`config.mk`:
```
export PLATFORM = sky130hd
export DESIGN_NAME = imem_loader
export DESIGN_NICKNAME = d
export VERILOG_FILES = /design/src/rtl/imem_loader.sv
export SDC_FILE = /design/constraint.sdc
export NUM_CORES = 1
export LEC_CHECK = 0
export ABC_AREA = 1
export CORE_ASPECT_RATIO = 1.75
export CORE_MARGIN = 4
export CORE_UTILIZATION = 41
export CTS_CLUSTER_SIZE = 12
export DETAILED_ROUTE_END_ITERATION = 8
export SKIP_LAST_GASP = 1
export SYNTH_ARGS = -nofsm -noshare
export SYNTH_HDL_FRONTEND = slang
export SYNTH_SLANG_ARGS = --single-unit
```
`constraint.sdc`:
```
create_clock -name clk -period 1.7 [get_ports clk]
set_input_delay 0.34 -clock clk [delete_from_list [all_inputs] [get_ports clk]]
set_output_delay 0.34 -clock clk [all_outputs]
set_load 0.005 [all_outputs]
```
`src/rtl/imem_loader.sv`:
```
// imem_loader: length-prefixed, XOR-checked byte loader
// that fills instruction memory and holds the core.
module imem_loader #(
  parameter int N  = 32,
  parameter int AW = 6
) (
  input  logic          clk,
  input  logic          reset,
  input  logic          start,
  input  logic [7:0]    rx_data,
  input  logic          rx_valid,
  output logic          rx_ready,
  output logic          we,
  output logic [AW-1:0] waddr,
  output logic [N-1:0]  wdata,
  output logic          busy,
  output logic          done,
  output logic          err,
  output logic          cpu_hold
);

  localparam int B  = N / 8;
  localparam int BW = (B > 1) ? $clog2(B) : 1;
  localparam logic [BW-1:0] BLAST = BW'(B - 1);

  typedef enum logic [2:0] {
    S_IDLE,
    S_LEN,
    S_DATA,
    S_CHK,
    S_DONE,
    S_ERR
  } state_t;

  state_t state, state_nx;

  logic [AW-1:0] len;
  logic [AW-1:0] wcnt;
  logic [BW-1:0] bcnt;
  logic [N-1:0]  word;
  logic [N-1:0]  word_nx;
  logic [7:0]    csum;
  logic          we_r;
  logic [AW-1:0] waddr_r;
  logic [N-1:0]  wdata_r;

  logic acc;
  logic idle_like;
  logic go;
  logic last_byte;
  logic last_word;
  logic len_bad;

  // handshake and per-byte decode
  always_comb begin
    rx_ready  = (state == S_LEN) ||
                (state == S_DATA) ||
                (state == S_CHK);
    acc       = rx_valid && rx_ready;
    idle_like = (state == S_IDLE) ||
                (state == S_DONE) ||
                (state == S_ERR);
    go        = start && idle_like;
    last_byte = (bcnt == BLAST);
    last_word = (wcnt == len);
    len_bad   = ((rx_data >> AW) != 8'd0);
    word_nx   = (word << 8) | N'(rx_data);
  end

  // state register
  always_ff @(posedge clk) begin
    if (reset) state <= S_IDLE;
    else       state <= state_nx;
  end

  // next-state logic
  always_comb begin
    state_nx = state;
    unique case (state)
      S_IDLE, S_DONE, S_ERR: begin
        if (start) state_nx = S_LEN;
      end
      S_LEN: begin
        if (acc) state_nx = len_bad ? S_ERR : S_DATA;
      end
      S_DATA: begin
        if (acc && last_byte && last_word)
          state_nx = S_CHK;
      end
      S_CHK: begin
        if (acc)
          state_nx = (rx_data == csum) ? S_DONE : S_ERR;
      end
      default: state_nx = S_IDLE;
    endcase
  end

  // counters, word assembly, checksum and write port
  always_ff @(posedge clk) begin
    if (reset) begin
      len     <= '0;
      wcnt    <= '0;
      bcnt    <= '0;
      word    <= '0;
      csum    <= '0;
      we_r    <= 1'b0;
      waddr_r <= '0;
      wdata_r <= '0;
    end else begin
      we_r <= 1'b0;
      if (go) begin
        csum <= '0;
        bcnt <= '0;
        wcnt <= '0;
        word <= '0;
      end
      if (acc && state == S_LEN && !len_bad)
        len <= rx_data[AW-1:0];
      if (acc && state == S_DATA) begin
        word <= word_nx;
        csum <= csum ^ rx_data;
        if (last_byte) begin
          bcnt    <= '0;
          we_r    <= 1'b1;
          waddr_r <= wcnt;
          wdata_r <= word_nx;
          if (!last_word) wcnt <= wcnt + 1'b1;
        end else begin
          bcnt <= bcnt + 1'b1;
        end
      end
    end
  end

  // status outputs decoded from state
  always_comb begin
    busy     = 1'b0;
    done     = 1'b0;
    err      = 1'b0;
    cpu_hold = 1'b0;
    unique case (1'b1)
      (state == S_LEN),
      (state == S_DATA),
      (state == S_CHK): begin
        busy     = 1'b1;
        cpu_hold = 1'b1;
      end
      (state == S_ERR): begin
        err      = 1'b1;
        cpu_hold = 1'b1;
      end
      (state == S_DONE): done = 1'b1;
      default: ;
    endcase
  end

  assign we    = we_r;
  assign waddr = waddr_r;
  assign wdata = wdata_r;

endmodule

```
[Word-level counts from Yosys, hierarchy flattened]
Cells that the tools add are included.
W data, S select, Z words.
Storage, ports and cells
  register bits after elaboration: 88
  word-level logic and storage cells: 70
Operators by class
  reductions and logical operators: 21
  equality and inequality tests: 12
  $add $sub $neg: 2
  mux-type cells: 23
  bitwise gates (word level): 3
Operators with widths (number)
  $mux W24: 2
  $or A32 B8 Y32: 1
  $mux W6: 4
  $mux W8: 2
  $mux W3: 5
  $pmux W3 S4: 1
  $eq A8 B8 Y1: 1
  $reduce_bool A8 Y1: 1
  $xor A8 B8 Y8: 1
  $logic_and A1 B1 Y1: 7
  $add A6 B1 Y6 const B: 1
  $eq A3 B2 Y1 const B: 2
  $eq A3 B3 Y1 const B: 2
  $eq A6 B6 Y1: 1
  $mux W1: 6
  $mux W2: 3
  $ne A2 B2 Y1 const B: 3
  $reduce_or A3 Y1: 2
  $logic_or A1 B1 Y1: 4
  $reduce_and A4 Y1: 1
  $reduce_or A4 Y1: 1
  $eq A3 B1 Y1 const B: 1
  $logic_not A3 Y1: 1
  $add A2 B1 Y2 const B: 1
  other kinds (7): 7

[Longest topological paths before layout]
Gate-level depths: netlist of the first run.
  word-level depth: 8
  depth in mapped cells: 11
  gate-level depth less buffers: 11

[Least setup slack after synthesis of the first run]
No wires, ideal clock.
  path type: reg2reg
  from: reg bcnt[0]
  to: reg wcnt[4]
  arrival time: 1207 ps
  cell stages (with the launch flop): 10
  slack: 382 ps
  buffers on the path: 1
  required time: 1589 ps
  setup time: 111 ps
  path through: dfxtp_1 -> ha_1 -> inv_1 -> nor2_4 -> buf_4 -> nand2_2 -> nor3b_2 -> nand2_1 -> nand3_1 -> inv_1
Between the ends
  longest elaborated chain between the ends: 3
RTL lines
  start, declared: line 39  | logic [BW-1:0] bcnt;
  start signal, assigned: line 129  | bcnt <= bcnt + 1'b1;
  $eq A2 B2 Y1: line 64  | last_byte = (bcnt == BLAST);
  net last_byte: line 50  | logic last_byte;
  $mux W6: line 122  | if (last_byte) begin
  $mux W6: line 119  | if (acc && state == S_DATA) begin
  end signal, assigned: line 127  | if (!last_word) wcnt <= wcnt + 1'b1;
  end, declared: line 38  | logic [AW-1:0] wcnt;
The timed path passes the listed nets, and every way through them passes these cells.
A chain may end at the register's enable or synchronous reset.

[Final worst setup path of the first run]
  from: reg state[0]
  to: out err
Between the ends
  longest elaborated chain between the ends: 2
RTL lines
  start, declared: line 35  | state_t state, state_nx;
  start signal, assigned: line 73  | else state <= state_nx;
  $eq A3 B3 Y1: line 148  | (state == S_ERR): begin
  $mux W1: line 141  | unique case (1'b1)
  end, declared: line 18  | output logic err,
Every way passes these cells.

==> key figures, run 1 <==
Layout
  • Ant diodes: 0
  • Share of layout cells above drive strength 1: 0.132
  • Nets: 594
  • Commonest non-fill, non-tap cell in the layout: nand2_1
  • Layout fillers: 843
  • Storage cell area: 0.00177 mm^2
  • Fin cells: 702
  • Area delta synth->final: 34.5%
  • Multi-input gate area: 0.00156 mm^2
  • Most frequent cells in the layout: nand2_1 (155), dfxtp_1 (84), a21oi_1 (51), clkdlybuf4s50_1 (50), nand3_1 (42)

Clocking
  • CTS clk-pin slew, worst paths: 0.06 ns
  • TritonCTS Buffers: 9
  • H-Tree Depth: 3
  • CTS tree: done
  • CTS Sinks: 88
  • Clk root buf: clkbuf_16
  • Clock Latency Late Sink: 0.34 ns
  • Clk buf depth: 2

Floorplanning
  • Io pins: 56
  • Die Ht: 132 um
  • Initial core utilization: 0.419
  • Die width: 79.0 um
  • Std cell rows: 45
  • Core ar.: 0.00861 mm^2
  • Die area: 0.0104 mm^2

Worst hold path
  • Worst hold path type: reg -> reg

Setup path
  • Critical Path AT: 1.23 ns
  • Critical path's slowest cell: dfxtp_4
  • Worst Path Class, Setup: reg -> out
  • Crit-path cells: buf_4 -> nand2_1 -> nor2_1 -> dlygate4sd2_1
  • CP Launch Type: register
  • Worst path required time: 1.36 ns
  • CP Capture Type: output pin
  • Buf/Inv on CP: 2
  • Top Family by Delay on Critical Path: buffers and inverters
  • Slowest stage delay, CP: 0.35 ns
  • Crit Path Max Fanout: 3

Synthesis
  • Xor/xnor share of the synthesized area: 0
  • Area contributors post-synth: dfxtp_1 (49%), nand2_1 (16%), a21oi_1 (7.2%)
  • Syn Inst Count: 498
  • Yosys warnings: 0
  • Yosys top cell by area: dfxtp_1
  • Post-synth top area share: 0.488
  • Post-synthesis mux area share: 0
  • Netlist cell types: 25
  • Adder-cell share of the synthesized area: 0.00693
  • Mean area per synthesized cell: 7.26 um^2
  • Synth Register Bits: 88
  • Synthesized net count: 512
  • Mapped cell area: 0.00361 mm^2
  • Simple-gate share of the synthesized area: 0.295
  • Post-synthesis sequential area ratio: 0.488
  • Compound-Gate Fraction of Synth Area: 0.126
  • Largest family of logic cells by synthesized area: simple AND/OR/NAND/NOR gates

Placed design
  • Port bufs: 55
  • HPWL Detailed: 6.73 mm
  • Routability cong.: 0.873
  • Placed Cells: 684

Power
  • Worst VDD drop: 0.000650 V
  • Power Dens Cells: 1110 mW/mm^2
  • Leakage: 2.05 nW

Timing
  • Final hold violations: 0
  • Hold_ws: 0.458 ns
  • Max_slew headroom: 0.799
  • Fmax: 635 MHz
  • # setup viols final: 0
  • Max Slew Vio Count: 0
  • RSZ-0062 raised after global routing: no
  • Layout Skew: 0.00367 ns
  • Worst-Margin Slew: 0.299 ns
  • Post-layout min period: 1.57 ns
  • Final worst-path cycle share: 0.926

Route
  • TritonRoute pass-1 iters: 4
  • Via count: 3,400
  • Antenna viol nets, final: 0
  • Iter 0 DRT Violations: 179
  • DR WL/cell: 13.1 um
  • DRC viols: 0
  • Vias per cell: 4.84
  • Total wire length: 9.16 mm

Global route
  • Pin count of the biggest net entering global routing: 41
  • Total GRT Usage: 0.184
  • Initial antenna violation count: 0
  • First-pass GRT wire length: 15.1 mm
  • Vias in the first global route: 3,161
  • Overflow after GRT: 0

Job
  • Max Cap Viol: 0

Run status
  • Status: completed
==> worst register-to-register path, cell delays in order (launching register included) <==
cell and delay (ns):
dfxtp_2 0.36, inv_1 0.10, nand2_1 0.08, nand2_1 0.07, nor2_1 0.13, nand3_2 0.18, nand2_2 0.16, inv_1 0.09
nand2_1 0.08, nand2_1 0.06, nand3_1 0.06, nor2_1 0.04
==> area by class of cell <==
| class | count | share of cell area |
|---|---|---|
| tap | 117 | 0.0301 |
| clock inverter | 5 | 0.0118 |
| clock buffer | 11 | 0.0479 |
| multi-input combinational | 340 | 0.321 |
| sequential | 88 | 0.364 |
| timing repair buffer | 94 | 0.187 |
| inverter | 47 | 0.0373 |
==> per-layer routing <==
metal,up-vias,track usage,wire length (um)
li1,1752,-,-
met5,-,0,0
met2,69,0.307,4710
met3,15,0.0397,322
met1,1564,0.219,3870
met4,0,0.0899,261
==> through the flow <==
stage,worst slack [ns],area [um^2],utilization,power [mW],setup TNS [ns]
2_1_floorplan,0.382,3610,-,3.02,0
3_3_place_gp,-0.102,4520,0.525,3.44,-0.825
3_5_place_dp,-0.128,4520,0.525,3.45,-1.93
4_1_cts,-0.102,4830,0.561,5.41,-0.297
5_1_grt,0.0482,4860,0.564,5.68,0
6_report,0.125,4860,0.564,5.39,0
==> worst paths after layout <==
check	slack, ns	from	endpoint	cells after the start
max	0.13	state[0]$_SDFFE_PP0P_	err	4
min	0.46	word[17]$_SDFFE_PP0P_	word[17]$_SDFFE_PP0P_	2
max reg2reg	0.19	wcnt[2]$_SDFF_PP0_	wcnt[3]$_SDFF_PP0_	11
min reg2reg	0.46	word[17]$_SDFFE_PP0P_	word[17]$_SDFFE_PP0P_	2
==> state kept, by name, summed over array words and instances, names as in the netlist <==
signal  count
word       24
bcnt        2
csum        8
waddr       6
state       3
len         6
wcnt        6
we          1
wdata      32
==> where the power goes <==
| group | switching [mW] | internal, mW | total, mW |
|---|---|---|---|
| Combinational | 0.717 | 0.534 | 1.25 |
| Sequential | 0.0677 | 2.15 | 2.22 |
| Clock | 0.784 | 1.14 | 1.92 |
| Total | 1.57 | 3.82 | 5.39 |
==> what timing repair did <==
action,4_1_cts,5_1_grt
setup endpoints to repair,5,37
hold buffers,0,0
pin swaps,0,0
resized for setup,7,11
setup buffers,2,0
==> logic make-up (layout without fill, tap and decap cells) <==
group           after synthesis  in the layout
buf+inv                      70            157
simple gates                250            250
compound gates               88             88
fa+ha+maj                     2              2
flops                        88             88
==> cells in the mapped netlist (all sizes together) <==
cell and instances:
nand4 1, clkbuf 7, dfxtp 88, nand2 160, nor3b 2, nor3 4, nand3 43, nor2 40
ha 2, o21bai 1, o21ai 35, a21oi 52, buf 16, inv 47
(Power assumes the default switching activity.)
==> run 2: changes to the inputs <==
CORE_MARGIN = 1   (was 4)
PLACE_DENSITY = 0.73   (was not set)
==> run 2 against run 1 <==
Sequential share of layout area is 0.56 points higher; largest power group unchanged; worst setup slack worse by 0.048 ns; register-to-register slack worse by 0.03 ns; critical path type unchanged; fmax is 2.9% lower; count of clock-buffer cells in the layout is 1 lower; largest cell class unchanged; via count is 0.38% higher; critical endpoint is now rx_ready.
==> key figures, run 2 (synthesis results as in run 1) <==
Setup path
  • CP Capture Type: output pin
  • Crit Path Max Fanout: 4
  • CP Launch Type: register
  • R2r setup slk: 0.16 ns
  • Worst path required time: 1.36 ns
  • Critical Path AT: 1.28 ns
  • Worst Path Class, Setup: reg -> out

Global route
  • Overflow after GRT: 0
  • Total GRT Usage: 0.204
  • Vias in the first global route: 3,234
  • First-pass GRT wire length: 14.5 mm
  • Pin count of the biggest net entering global routing: 34
  • Initial antenna violation count: 0

Clocking
  • Clk buf depth: 2
  • CTS Hold Bufs: 0
  • Clock Latency Late Sink: 0.33 ns
  • H-Tree Depth: 3
  • CTS clk-pin slew, worst paths: 0.06 ns
  • TritonCTS Buffers: 9
  • CTS tree: done
  • Clk root buf: clkbuf_16
  • CTS Sinks: 88

Layout
  • Design area: 0.00478 mm^2
  • Share of layout cells above drive strength 1: 0.122
  • Fin util: 0.555
  • Commonest non-fill, non-tap cell in the layout: nand2_1
  • Nets: 591
  • Ant diodes: 0
  • Layout fillers: 796
  • Area delta synth->final: 32.3%
  • Most frequent cells in the layout: nand2_1 (158), dfxtp_1 (85), a21oi_1 (51), clkdlybuf4s50_1 (50)
  • Largest register FFs: 32

Placed design
  • Dpl cell area: 0.00447 mm^2
  • Routability cong.: 0.869
  • Port bufs: 55
  • HPWL Detailed: 6.43 mm

Route
  • Antenna viol nets, final: 0
  • DR WL/cell: 12.6 um
  • Via count: 3,413
  • DRC viols: 0
  • TritonRoute pass-1 iters: 5
  • Vias per cell: 4.88
  • Total wire length: 8.84 mm
  • Iter 0 DRT Violations: 186

Power
  • Leakage: 1.99 nW
  • Design Power: 5.20 mW
  • Worst VDD drop: 0.000677 V
  • Power Dens Cells: 1090 mW/mm^2

Worst hold path
  • Worst hold path type: reg -> reg

Job
  • Max Cap Viol: 0

Floorplanning
  • Die area: 0.00921 mm^2
  • Core ar.: 0.00861 mm^2
  • Std cell rows: 45
  • Initial core utilization: 0.419
  • Die width: 73.0 um
  • Io pins: 56
  • Die Ht: 126 um

Run status
  • Status: completed

Timing
  • Setup TNS: 0 ns
  • RSZ-0062 raised after global routing: no
  • Max_slew headroom: 0.777
  • Final hold violations: 0
  • Worst-Margin Slew: 0.334 ns
  • Layout Skew: 0.00451 ns
  • Final worst-path cycle share: 0.954
  • Max Slew Vio Count: 0
  • Fmax: 616 MHz
  • # setup viols final: 0
  • Post-layout min period: 1.62 ns
[run 2: cell count changes in the layout (fill, tap and decap cells not counted), sizes merged]
cell          delta
clkinv           +2
dlygate4sd2      +3
bufinv           -1
inv              +1
clkinvlp         -1
clkbuf           -1
buf              -3
dlymetal6s2s     -3
[run 2: cell type report]
cell class	count	area, um^2	area share
repair buffers	91	856	0.179
well taps	117	146	0.0306
flip-flops and latches	88	1770	0.370
multi-input cells	340	1550	0.324
clock inverters	6	42.5	0.00890
clock buffers	10	239	0.0500
inverters	47	181	0.0379
[run 2: report_power, final]
part / internal, mW / switching (mW) / total (mW)
clock: 1.03 / 0.799 / 1.83
combinational: 0.460 / 0.691 / 1.15
sequential: 2.15 / 0.0684 / 2.22
total: 3.64 / 1.56 / 5.20
[run 2: timing repair]
action,CTS,global route
cloned,0,0
endpoints found under the setup margin,5,35
setup buffers,3,0
resized for setup,10,4
[run 2: critical path, cell delays in order, from the launching register on]
cell and delay [ns]:
dfxtp_2 0.34, inv_2 0.05, buf_4 0.15, nand2_1 0.09, inv_1 0.06, dlygate4sd2_1 0.26
[run 2: metrics by stage]
stage / setup slack [ns] / hold slack, ns / std cells
global route: 0.00416 / 0.483 / 699
global placement: -0.0674 / 0.446 / 680
finish: 0.0774 / 0.464 / 699
detailed placement: -0.113 / 0.456 / 680
CTS: -0.00671 / 0.467 / 699
floorplan: 0.382 / 0.433 / 498
[run 2: final timing paths]
path / start / end / cells past startpoint
min reg2reg: word[20]$_SDFFE_PP0P_ / word[20]$_SDFFE_PP0P_ / 2
max: state[2]$_SDFFE_PP0P_ / rx_ready / 5
min: word[20]$_SDFFE_PP0P_ / word[20]$_SDFFE_PP0P_ / 2
max reg2reg: wcnt[2]$_SDFF_PP0_ / wcnt[3]$_SDFF_PP0_ / 11
[run 2: per-layer routing]
metal	share of wire	vias to the layer above	GRT usage
li1	-	1746	-
met1	0.40	1566	0.228
met2	0.53	82	0.357
met3	0.041	19	0.0304
met4	0.030	0	0.118
met5	0	-	0
==> run 3: changes to the inputs <==
SKIP_LAST_GASP = not set   (was 1)
==> run 3 against run 2 <==
Count of clock-buffer cells in the layout stayed put; clock skew hardly changed; largest power group unchanged; via count is 0.21% higher; sequential power hardly changed; register-to-register slack hardly changed; hold slack worse by 0.00094 ns.
==> key figures, run 3 (synthesis results as in run 1) <==
Floorplanning
  • Io pins: 56
  • Die area: 0.00921 mm^2
  • Core ar.: 0.00861 mm^2
  • Initial core utilization: 0.419
  • Die width: 73.0 um
  • Std cell rows: 45
  • Die Ht: 126 um

Setup path
  • Critical Path AT: 1.29 ns
  • Worst Path Class, Setup: reg -> out
  • CP Capture Type: output pin
  • CP Launch Type: register
  • Worst path required time: 1.36 ns
  • Crit-path cells: inv_2 -> buf_4 -> nand2_1 -> inv_1 -> dlygate4sd2_1
  • Buf/Inv on CP: 4
  • Crit Path Max Fanout: 4
  • Slowest stage delay, CP: 0.34 ns
  • Top Family by Delay on Critical Path: buffers and inverters
  • Critical path's slowest cell: dfxtp_2

Layout
  • Area delta synth->final: 32.4%
  • Fin cells: 699
  • Nets: 591
  • Fin util: 0.555
  • Share of layout cells above drive strength 1: 0.122
  • Largest register FFs: 32
  • Ant diodes: 0
  • Commonest non-fill, non-tap cell in the layout: nand2_1
  • Design area: 0.00478 mm^2
  • Most frequent cells in the layout: nand2_1 (158), dfxtp_1 (85), a21oi_1 (51), clkdlybuf4s50_1 (50)

Clocking
  • Clk buf depth: 2
  • CTS Sinks: 88
  • CTS tree: done
  • CTS clk-pin slew, worst paths: 0.06 ns
  • Clock Latency Late Sink: 0.34 ns
  • CTS Hold Bufs: 0
  • H-Tree Depth: 3
  • TritonCTS Buffers: 9
  • Clk root buf: clkbuf_16

Route
  • DR WL/cell: 12.7 um
  • Iter 0 DRT Violations: 162
  • TritonRoute pass-1 iters: 4
  • DRT met1 WL: 3.65 mm
  • Antenna viol nets, final: 0
  • Top Metal Used: met4
  • Via count: 3,420
  • DRC viols: 0
  • Vias per cell: 4.89
  • DR WL met2: 4.64 mm
  • Met3 routed WL: 281 um
  • Total wire length: 8.87 mm

Job
  • Max Cap Viol: 0

Power
  • Leakage: 1.99 nW
  • Power Dens Cells: 1090 mW/mm^2
  • Worst VDD drop: 0.000686 V
  • Design Power: 5.22 mW

Global route
  • Vias in the first global route: 3,234
  • Overflow after GRT: 0
  • Total GRT Usage: 0.204
  • Pin count of the biggest net entering global routing: 34
  • Initial antenna violation count: 0
  • First-pass GRT wire length: 14.5 mm

Timing
  • Fmax: 614 MHz
  • Layout Skew: 0.00476 ns
  • Final worst-path cycle share: 0.958
  • Post-layout min period: 1.63 ns
  • Final hold violations: 0
  • Worst-Margin Slew: 0.266 ns
  • # setup viols final: 0
  • Max Slew Vio Count: 0
  • Setup TNS: 0 ns
  • RSZ-0062 raised after global routing: no
  • Max_slew headroom: 0.820

Worst hold path
  • Worst hold path type: reg -> reg

Run status
  • Status: completed

Placed design
  • HPWL Detailed: 6.43 mm
  • Port bufs: 55
  • Dpl cell area: 0.00447 mm^2
  • Placed Cells: 680
  • Routability cong.: 0.869
[run 3: path summary, 6_finish.rpt]
check | start | to | slack (ns) | cells past startpoint
min | word[20]$_SDFFE_PP0P_ | word[20]$_SDFFE_PP0P_ | 0.46 | 2
min reg2reg | word[20]$_SDFFE_PP0P_ | word[20]$_SDFFE_PP0P_ | 0.46 | 2
max reg2reg | wcnt[2]$_SDFF_PP0_ | wcnt[3]$_SDFF_PP0_ | 0.16 | 11
max | state[2]$_SDFFE_PP0P_ | rx_ready | 0.07 | 5
[run 3: layout make-up]
class,count,area [um^2]
Clock buffer,10,239
Clock inverter,6,42.5
Fill cell,797,3830
Inverter,47,184
Multi-Input combinational cell,340,1550
Sequential cell,88,1770
Tap cell,117,146
Timing Repair Buffer,91,856
[run 3: worst min-delay path, delay by kind of cell, from the launching register on]
family             cells  cell delay, ns
AOI/OAI and AO/OA      1            0.05
DFF                    1            0.31
and+or+nand+nor        1            0.06
[run 3: metal layers]
layer  track usage  up-vias
met5             0        -
met4         0.118        0
met3        0.0304       24
met2         0.358       67
met1         0.228     1583
li1              -     1746
[run 3: power by group]
part	leakage [nW]	switching [mW]	internal [mW]	total [mW]
combinational	1.15	0.693	0.462	1.16
clock	0.135	0.811	1.03	1.84
sequential	0.711	0.0688	2.15	2.22
[run 3: timing repair]
action	CTS	global route
endpoints found under the setup margin	5	35
gates resized for setup	11	3
buffers inserted	3	0
[run 3: per-stage QoR]
| step | hold WS (ns) | setup WS [ns] |
|---|---|---|
| after floorplan | 0.433 | 0.382 |
| after global placement | 0.446 | -0.0674 |
| after detailed placement | 0.456 | -0.113 |
| after CTS | 0.467 | 0.0438 |
| after global routing | 0.483 | 0.00416 |
| final | 0.463 | 0.0716 |
